--- src/rtl/cnn_pool_relu_stream_pkg.sv ---
// Shared definitions for the pooled ReLU output stream: state encoding,
// flattened element indexing and pooled-dimension helpers.
package cnn_pool_relu_stream_pkg;

  localparam logic [0:0] ST_IDLE = 1'b0;
  localparam logic [0:0] ST_RUN  = 1'b1;

  // Flat element index of (c,y,x) in a channel-major, row-major map.
  function automatic int unsigned elem_idx(input int unsigned c,
                                           input int unsigned y,
                                           input int unsigned x,
                                           input int unsigned oy,
                                           input int unsigned ox);
    return (c * oy + y) * ox + x;
  endfunction

  // Output extent of a 2x2 stride-2 pooling along one dimension (OPX/OPY).
  function automatic int unsigned pooled_dim(input int unsigned d);
    return d / 2;
  endfunction

  // Register width able to count 0..n-1, never narrower than one bit.
  function automatic int unsigned cnt_width(input int unsigned n);
    return (n <= 1) ? 1 : $clog2(n);
  endfunction

endpackage

--- src/rtl/cnn_pool_relu_stream_max4_relu.sv ---
// Combinational max of four signed elements followed by a clamp at zero.
module cnn_max4_relu #(
  parameter int unsigned DATA_LEN = 20
) (
  input  logic [DATA_LEN-1:0] i_a,
  input  logic [DATA_LEN-1:0] i_b,
  input  logic [DATA_LEN-1:0] i_c,
  input  logic [DATA_LEN-1:0] i_d,
  output logic [DATA_LEN-1:0] o_y
);

  logic [DATA_LEN-1:0] w_m_ab;
  logic [DATA_LEN-1:0] w_m_cd;
  logic [DATA_LEN-1:0] w_m_all;

  // Two-level compare tree; selection only, so the most-negative value is safe.
  assign w_m_ab  = ($signed(i_a) > $signed(i_b)) ? i_a : i_b;
  assign w_m_cd  = ($signed(i_c) > $signed(i_d)) ? i_c : i_d;
  assign w_m_all = ($signed(w_m_ab) > $signed(w_m_cd)) ? w_m_ab : w_m_cd;

  assign o_y = w_m_all[DATA_LEN-1] ? '0 : w_m_all;

endmodule

--- src/rtl/cnn_pool_relu_stream.sv ---
// Captures one flattened feature map, then streams its 2x2 max-pooled,
// ReLU'd elements channel-major over a valid/ready handshake.
module cnn_pool_relu_stream
  import cnn_pool_relu_stream_pkg::*;
#(
  parameter int unsigned OCH      = 2,
  parameter int unsigned OX       = 4,
  parameter int unsigned OY       = 4,
  parameter int unsigned DATA_LEN = 20
) (
  input  logic                          clk,
  input  logic                          reset,
  input  logic                          i_soft_reset,
  input  logic                          i_in_valid,
  input  logic [OCH*OX*OY*DATA_LEN-1:0] i_in_fmap,
  output logic                          o_in_ready,
  output logic                          o_ot_valid,
  input  logic                          i_ot_ready,
  output logic [DATA_LEN-1:0]           o_ot_data,
  output logic                          o_ot_last,
  output logic                          o_busy
);

  localparam int unsigned OPX   = pooled_dim(OX);
  localparam int unsigned OPY   = pooled_dim(OY);
  localparam int unsigned NELEM = OCH * OX * OY;
  localparam int unsigned IW    = cnt_width(NELEM);
  localparam int unsigned CW_C  = cnt_width(OCH);
  localparam int unsigned CW_Y  = cnt_width(OPY);
  localparam int unsigned CW_X  = cnt_width(OPX);

  logic [0:0]          r_state;
  logic [CW_C-1:0]     r_c;
  logic [CW_Y-1:0]     r_py;
  logic [CW_X-1:0]     r_px;
  logic [DATA_LEN-1:0] r_buf [NELEM];

  logic [0:0]          w_state_nxt;
  logic [CW_C-1:0]     w_c_nxt;
  logic [CW_Y-1:0]     w_py_nxt;
  logic [CW_X-1:0]     w_px_nxt;
  logic                w_capture;
  logic                w_run;
  logic                w_last;
  logic [IW-1:0]       w_idx [4];
  logic [DATA_LEN-1:0] w_pooled;

  assign w_run  = (r_state == ST_RUN);
  assign w_last = w_run && (r_c == CW_C'(OCH - 1)) &&
                  (r_py == CW_Y'(OPY - 1)) && (r_px == CW_X'(OPX - 1));

  // Next state and counters; a transfer on the last beat wraps all counters.
  always_comb begin
    w_state_nxt = r_state;
    w_c_nxt     = r_c;
    w_py_nxt    = r_py;
    w_px_nxt    = r_px;
    w_capture   = 1'b0;
    if (r_state == ST_IDLE) begin
      if (i_in_valid) begin
        w_state_nxt = ST_RUN;
        w_capture   = 1'b1;
        w_c_nxt     = '0;
        w_py_nxt    = '0;
        w_px_nxt    = '0;
      end
    end else if (i_ot_ready) begin
      if (w_last) begin
        w_state_nxt = ST_IDLE;
      end
      if (r_px == CW_X'(OPX - 1)) begin
        w_px_nxt = '0;
        if (r_py == CW_Y'(OPY - 1)) begin
          w_py_nxt = '0;
          w_c_nxt  = (r_c == CW_C'(OCH - 1)) ? '0 : r_c + CW_C'(1);
        end else begin
          w_py_nxt = r_py + CW_Y'(1);
        end
      end else begin
        w_px_nxt = r_px + CW_X'(1);
      end
    end
  end

  always_ff @(posedge clk) begin
    if (reset || i_soft_reset) begin
      r_state <= ST_IDLE;
      r_c     <= '0;
      r_py    <= '0;
      r_px    <= '0;
      for (int i = 0; i < int'(NELEM); i++) begin
        r_buf[i] <= '0;
      end
    end else begin
      r_state <= w_state_nxt;
      r_c     <= w_c_nxt;
      r_py    <= w_py_nxt;
      r_px    <= w_px_nxt;
      if (w_capture) begin
        for (int i = 0; i < int'(NELEM); i++) begin
          r_buf[i] <= i_in_fmap[i*DATA_LEN +: DATA_LEN];
        end
      end
    end
  end

  // Window select: the four buffer elements under the current pooled position.
  always_comb begin
    for (int k = 0; k < 4; k++) begin
      w_idx[k] = IW'(elem_idx(32'(r_c),
                              2 * 32'(r_py) + 32'(k / 2),
                              2 * 32'(r_px) + 32'(k % 2),
                              OY, OX));
    end
  end

  cnn_max4_relu #(
    .DATA_LEN(DATA_LEN)
  ) u_max4_relu (
    .i_a(r_buf[w_idx[0]]),
    .i_b(r_buf[w_idx[1]]),
    .i_c(r_buf[w_idx[2]]),
    .i_d(r_buf[w_idx[3]]),
    .o_y(w_pooled)
  );

  assign o_in_ready = (r_state == ST_IDLE);
  assign o_busy     = w_run;
  assign o_ot_valid = w_run;
  assign o_ot_last  = w_last;
  assign o_ot_data  = w_run ? w_pooled : '0;

endmodule

--- config.mk ---
export PLATFORM = sky130hd
export DESIGN_NAME = cnn_pool_relu_stream
export DESIGN_NICKNAME = d
export VERILOG_FILES = /design/src/rtl/cnn_pool_relu_stream_pkg.sv /design/src/rtl/cnn_pool_relu_stream_max4_relu.sv /design/src/rtl/cnn_pool_relu_stream.sv
export SDC_FILE = /design/constraint.sdc
export NUM_CORES = 1
export LEC_CHECK = 0
export BUFFER_PORTS_ARGS = -buffer_cell sky130_fd_sc_hd__buf_2
export CORE_MARGIN = 8
export CORE_UTILIZATION = 50
export CTS_CLUSTER_SIZE = 8
export DETAILED_ROUTE_END_ITERATION = 7
export GPL_ROUTABILITY_DRIVEN = 0
export PLACE_DENSITY = 0.7
export SETUP_SLACK_MARGIN = 0.3
export SLEW_MARGIN = 5
export SYNTH_ARGS = -nofsm -noshare
export SYNTH_HDL_FRONTEND = slang
export SYNTH_SLANG_ARGS = --single-unit
--- constraint.sdc ---
create_clock -name clk -period 19.5 [get_ports clk]
set_input_delay 1.95 -clock clk [delete_from_list [all_inputs] [get_ports clk]]
set_output_delay 1.95 -clock clk [all_outputs]
set_load 0.1 [all_outputs]
==> impl_metrics.ini, run 1 <==
[placed_design]
numPortBuffers = 667
hpwl_um = 69600
place_area_mm2 = 0.0347

[worst_setup_path]
rr_startpoint = o_busy
worstSetupPathType = flop to output port
endpoint = o_ot_data[14]
arrival_ps = 9780
reg2reg_slack_ps = 14800
startpoint_type = flop
critPathRequiredTime_ps = 17550
setup.worst_path.start = r_px
cp-end-kind = output port
r2r_end = r_buf[29][1]
crit_fanout = 47
reg2regPathDepth = 6

[cts]
cts_buffers = 90
cts_resized = 0
clock_sinks = 644
cts_tree = yes
cts_max_path_buffers = 3
clock_latency_ps = 620
holdBufCountCts = 0
post-cts-setup-buffer-count = 0
root_buffer = clkbuf_16
path_clk_slew_ps = 50
htreeDepth = 3

[drt]
vias_per_cell = 5.66
vias = 19600
remaining_drc_errors = 0
ant_nets = 0
wl_um = 93200
avgRoutedWirePerCell_um = 26.9
drt_iter0_drc = 2033
first_pass_iters = 5

[logic_synthesis]
yosysSeqAreaShare_pct = 62.8
synth_cells = 1997
synth_area_leaders = edfxtp_1 62%, and2_1 13%, mux4_2 12%
synth_ff_type = edfxtp_1
synth_area_per_cell_um2 = 15.4
synth_edf_count = 640
synthArstFlopShare_pct = 0
synth.yosys.warnings = 0
synth_nets = 2701
ys_types = 52
syn_area_mm2 = 0.0308
synth_top_area_cell = edfxtp_1
synth_top_area_share_pct = 62.5
ys_ff_latch = 644

[sta]
hold_violations = 0
final_max_slew_viol_count = 0
relSlewSlack_pct = 26.2
tightest_slew_ps = 1110
max_freq_mhz = 85.3
finalSetupViolCount = 0
hold_ws_ps = 709
tns_ps = 0
fin_skew_ps = 19.1
final.period_utilization_pct = 60.1
finalCriticalPeriod_ps = 11730
rsz0062_at_grt = no

[worst_hold_path]
min_from = o_busy
hp-class = flop to flop

[finish]
stdcell_area_mm2 = 0.0372
syn2layout_area_growth_pct = 21.1
nets = 3345
drive_above_1_share_pct = 37.9

[die]
die-area_mm2 = 0.0697
core-area_mm2 = 0.0613
io-pin-count = 669
die_h_um = 264
core.rowCount = 91
dieWidth_um = 264
initial_core_util_pct = 50.2

[power_and_ir_drop]
powerDensity_mw_per_mm2 = 94.9
ir_drop_mv = 0.0725
p_leak_nw = 15.4

[global_routing]
track_usage_pct = 26.0
grt_max_degree = 188
grt_pass1_vias = 21000
antenna_found_initial = 16
grt_first_pass_wirelength_um = 134000
grt_overflow = 0

[outcome]
status = finished, final reports clean

[run]
maxCapViolations = 0
==> critical path: stages, from the launching register on <==
cell	delay, ps
dfxtp_4	940
buf_4	840
mux4_2	600
mux2_2	300
ha_1	450
nand4_2	200
nor4_2	480
a211o_2	250
mux2_2	360
nand2_1	720
o21ai_0	290
ha_1	360
a21o_1	170
a21o_1	170
a21o_1	180
a21o_1	170
a21oi_1	140
nor2b_1	50
o21ai_0	170
nand2b_1	90
a211oi_2	300
mux2i_4	660
buf_4	400
mux2i_1	270
buf_2	460
==> Yosys cell counts (2+ instances only) <==
library cell,instances
a21oi_1,28
o21ai_0,48
mux2_2,43
clkbuf_1,102
nand3_1,3
edfxtp_1,640
buf_6,2
mux2i_1,61
nand2b_1,21
and2_1,642
buf_1,11
a22o_1,2
a21o_1,9
nor4_2,2
ha_1,59
nor2_1,14
a31oi_1,2
dfxtp_1,4
nor2b_1,3
nand4_2,2
buf_4,3
mux4_2,160
o31a_1,18
buf_2,15
or3_1,2
nand2_1,61
inv_1,4
nor3_1,3
nand4_1,10
==> power by group <==
part           total (W)  switching [W]  internal [W]
logic           0.000484       0.000284      0.000200
registers        0.00165      0.0000257       0.00162
clock network    0.00140       0.000570      0.000833
total            0.00353       0.000880       0.00265
==> metal layers <==
layer / wire, µm / track usage, %
met3: 8690 / 7.93
met4: 3280 / 10.1
met1: 36100 / 33.0
met2: 45000 / 41.9
met5: 56 / 0
==> logic make-up after synthesis <==
group / share of synthesized area, %
compound gates: 2.43
other cells: 0.0122
simple gates: 15.0
flops: 62.8
xor+xnor: 0.0285
buf+inv: 1.90
mux: 15.4
fa+ha+maj: 2.44
==> metrics by stage <==
stage / cells / total power (W) / setup slack, ps / utilization [%]
global route: 3459 / 0.00366 / 7060 / 60.8
CTS: 3455 / 0.00356 / 7630 / 60.7
finish: 3465 / 0.00353 / 7770 / 60.8
global placement: 3339 / 0.00214 / 8540 / 56.7
floorplan: 1997 / 0.00201 / 2120 / -
detailed placement: 3339 / 0.00215 / 8380 / 56.7
==> layout make-up <==
type,count,area [µm²]
Antenna cell,10,25.0
Inverter,5,18.8
Timing Repair Buffer,686,3490
Multi-Input combinational cell,1214,10900
Clock inverter,8,168
Tap cell,790,988
Clock buffer,108,2320
Fill cell,4660,24000
Sequential cell,644,19300
==> worst min-delay path by stage <==
stage / cells after the start / slack [ps] / end
floorplan: 2 / 1010 / r_px
global placement: 2 / 660 / r_px
detailed placement: 2 / 710 / r_px
CTS: 2 / 710 / r_px
global route: 2 / 740 / r_px
finish: 2 / 710 / r_px
==> flip-flops by register name (all words and copies together) (netlist names) <==
signal / flops
r_c: 1
o_busy: 1
r_px: 1
r_buf: 640
r_py: 1
==> cells in the final DEF, fill, tap and decap left out, types with 4 or more instances in the layout <==
cell | netlist | routed
buf_4 | 3 | 18
mux4_2 | 160 | 160
mux2i_1 | 61 | 60
buf_2 | 15 | 667
nand4_1 | 10 | 10
diode_2 | 0 | 10
o31a_1 | 18 | 18
nand2_1 | 61 | 60
nand2b_1 | 21 | 21
a21o_1 | 9 | 9
inv_1 | 4 | 4
clkbuf_1 | 102 | 18
nor2_1 | 14 | 12
mux2_2 | 43 | 43
o21ai_0 | 48 | 48
ha_1 | 59 | 59
a21oi_1 | 28 | 28
clkbuf_16 | 0 | 90
edfxtp_1 | 640 | 640
and2_1 | 642 | 642
Note: power is estimated with default switching activity, not from simulation.
==> inputs of run 2 (changes only) <==
--- a/config.mk
+++ b/config.mk
@@ -11,7 +11,7 @@
 export CTS_CLUSTER_SIZE = 8
 export DETAILED_ROUTE_END_ITERATION = 7
 export GPL_ROUTABILITY_DRIVEN = 0
-export PLACE_DENSITY = 0.7
+export PLACE_DENSITY = 0.73
 export SETUP_SLACK_MARGIN = 0.3
 export SLEW_MARGIN = 5
 export SYNTH_ARGS = -nofsm -noshare
==> constraint.sdc (replaced) <==
create_clock -name clk -period 10.7 [get_ports clk]
set_input_delay 1.07 -clock clk [delete_from_list [all_inputs] [get_ports clk]]
set_output_delay 1.07 -clock clk [all_outputs]
set_load 0.1 [all_outputs]
==> impl_metrics.ini, run 2 (same netlist as run 1, synthesis figures left out) <==
[worst_setup_path]
slowest_delay_ps = 910
crit_slowest_cell = dfxtp_4
cpMostUsedCell = a21o_1
startpoint_type = flop
worstSetupPathType = flop to output port
crit_family = compound AO/OA/AOI/OAI gates
arrival_ps = 8670
crit_buf_inv = 3
cp-end-kind = output port
crit_fanout = 66
critPathRequiredTime_ps = 9630

[drt]
drt_iter0_drc = 2049
vias_per_cell = 5.68
first_pass_iters = 5
ant_nets = 0
remaining_drc_errors = 0
avgRoutedWirePerCell_um = 27.1
vias = 19700
wl_um = 94000

[die]
initial_core_util_pct = 50.2
core-area_mm2 = 0.0613
core.rowCount = 91
die_h_um = 264
io-pin-count = 669
dieWidth_um = 264
die-area_mm2 = 0.0697

[global_routing]
grt_max_degree = 182
track_usage_pct = 26.2
antenna_found_initial = 5
grt_overflow = 0
grt_pass1_vias = 21200
grt_first_pass_wirelength_um = 136000

[finish]
drive_above_1_share_pct = 37.9
postLayoutCoreUtil_pct = 61.1
syn2layout_area_growth_pct = 21.6
layout_common_cells = 667 x buf_2, 642 x and2_1, 640 x edfxtp_1, 160 x mux4_2, 90 x clkbuf_16
nets = 3349
largest_register_ffs = 640
final_common_cell = buf_2
fillCellCount = 4613
fin_cells = 3468
regMostFlops = r_buf

[placed_design]
numPortBuffers = 667
placed_cells = 3342
place_ws_ps = 1270
hpwl_um = 70100

[power_and_ir_drop]
p_leak_nw = 15.4
ir_drop_mv = 0.128
powerDensity_mw_per_mm2 = 174

[cts]
clock_sinks = 644
htreeDepth = 3
holdBufCountCts = 0
cts_buffers = 90
path_clk_slew_ps = 50
root_buffer = clkbuf_16
clock_latency_ps = 630
cts_tree = yes
cts_max_path_buffers = 3

[sta]
final_max_slew_viol_count = 0
finalSetupViolCount = 0
tightest_slew_ps = 1190
max_freq_mhz = 103
tns_ps = 0
finalCriticalPeriod_ps = 9740
final.period_utilization_pct = 91.0
relSlewSlack_pct = 20.5
hold_violations = 0
rsz0062_at_grt = no
fin_skew_ps = 28.6
timing.final.ws_setup_ps = 964

[outcome]
status = finished, final reports clean

[worst_hold_path]
hp-class = input port to flop

[run]
maxCapViolations = 0
run 2: power breakdown:
part	leakage (nW)	internal, W	total (W)	switching (W)
Combinational	6.84	0.000364	0.000897	0.000533
Sequential	7.37	0.00295	0.00300	0.0000494
Clock	1.22	0.00153	0.00259	0.00106
run 2: what timing repair did:
action,4_1_cts,5_1_grt
endpoints found under the setup margin,0,13
resized for setup,0,1
buffers inserted,0,1
run 2: final timing paths:
| check | from | end | slack, ps | cells past startpoint |
|---|---|---|---|---|
| setup / recovery | r_py | o_ot_data[0] | 960 | 26 |
| hold / removal | i_in_fmap[560] | r_buf[28][0] | 690 | 2 |
| hold reg to reg | o_busy | r_px | 690 | 2 |
| setup reg to reg | o_busy | r_buf[26][15] | 6000 | 6 |
run 2: per-stage QoR:
step / power, W / hold WS, ps / area [µm²]
after floorplan: 0.00361 / 1010 / 30800
after global placement: 0.00391 / 711 / 34800
after detailed placement: 0.00394 / 693 / 34800
after CTS: 0.00653 / 638 / 37400
after global routing: 0.00669 / 652 / 37400
final: 0.00649 / 688 / 37400
run 2: layout make-up:
cell class                      instances  area, µm²  share of cell area [%]
Inverter                                5       18.8                  0.0502
Sequential cell                       644      19300                    51.6
Clock inverter                          8        201                   0.539
Timing Repair Buffer                  690       3610                    9.66
Tap cell                              790        988                    2.64
Antenna cell                            2       5.00                  0.0134
Multi-Input combinational cell       1214      10900                    29.2
Clock buffer                          115       2350                    6.27
run 2: worst register-to-register path: stages (launching register included):
cell      delay, ps
dfxtp_1         430
clkinv_1        280
nand2_1         240
nand2_8         480
buf_4          1020
buf_4          1050
buf_4           790
run 2: metal layers:
layer | vias up | GRT usage, % | routed length, µm
met2 | 987 | 43.0 | 46100
met3 | 144 | 5.72 | 7190
li1 | 8691 | - | -
met1 | 9853 | 34.9 | 38000
met5 | - | 0 | 36
met4 | 6 | 7.77 | 2610
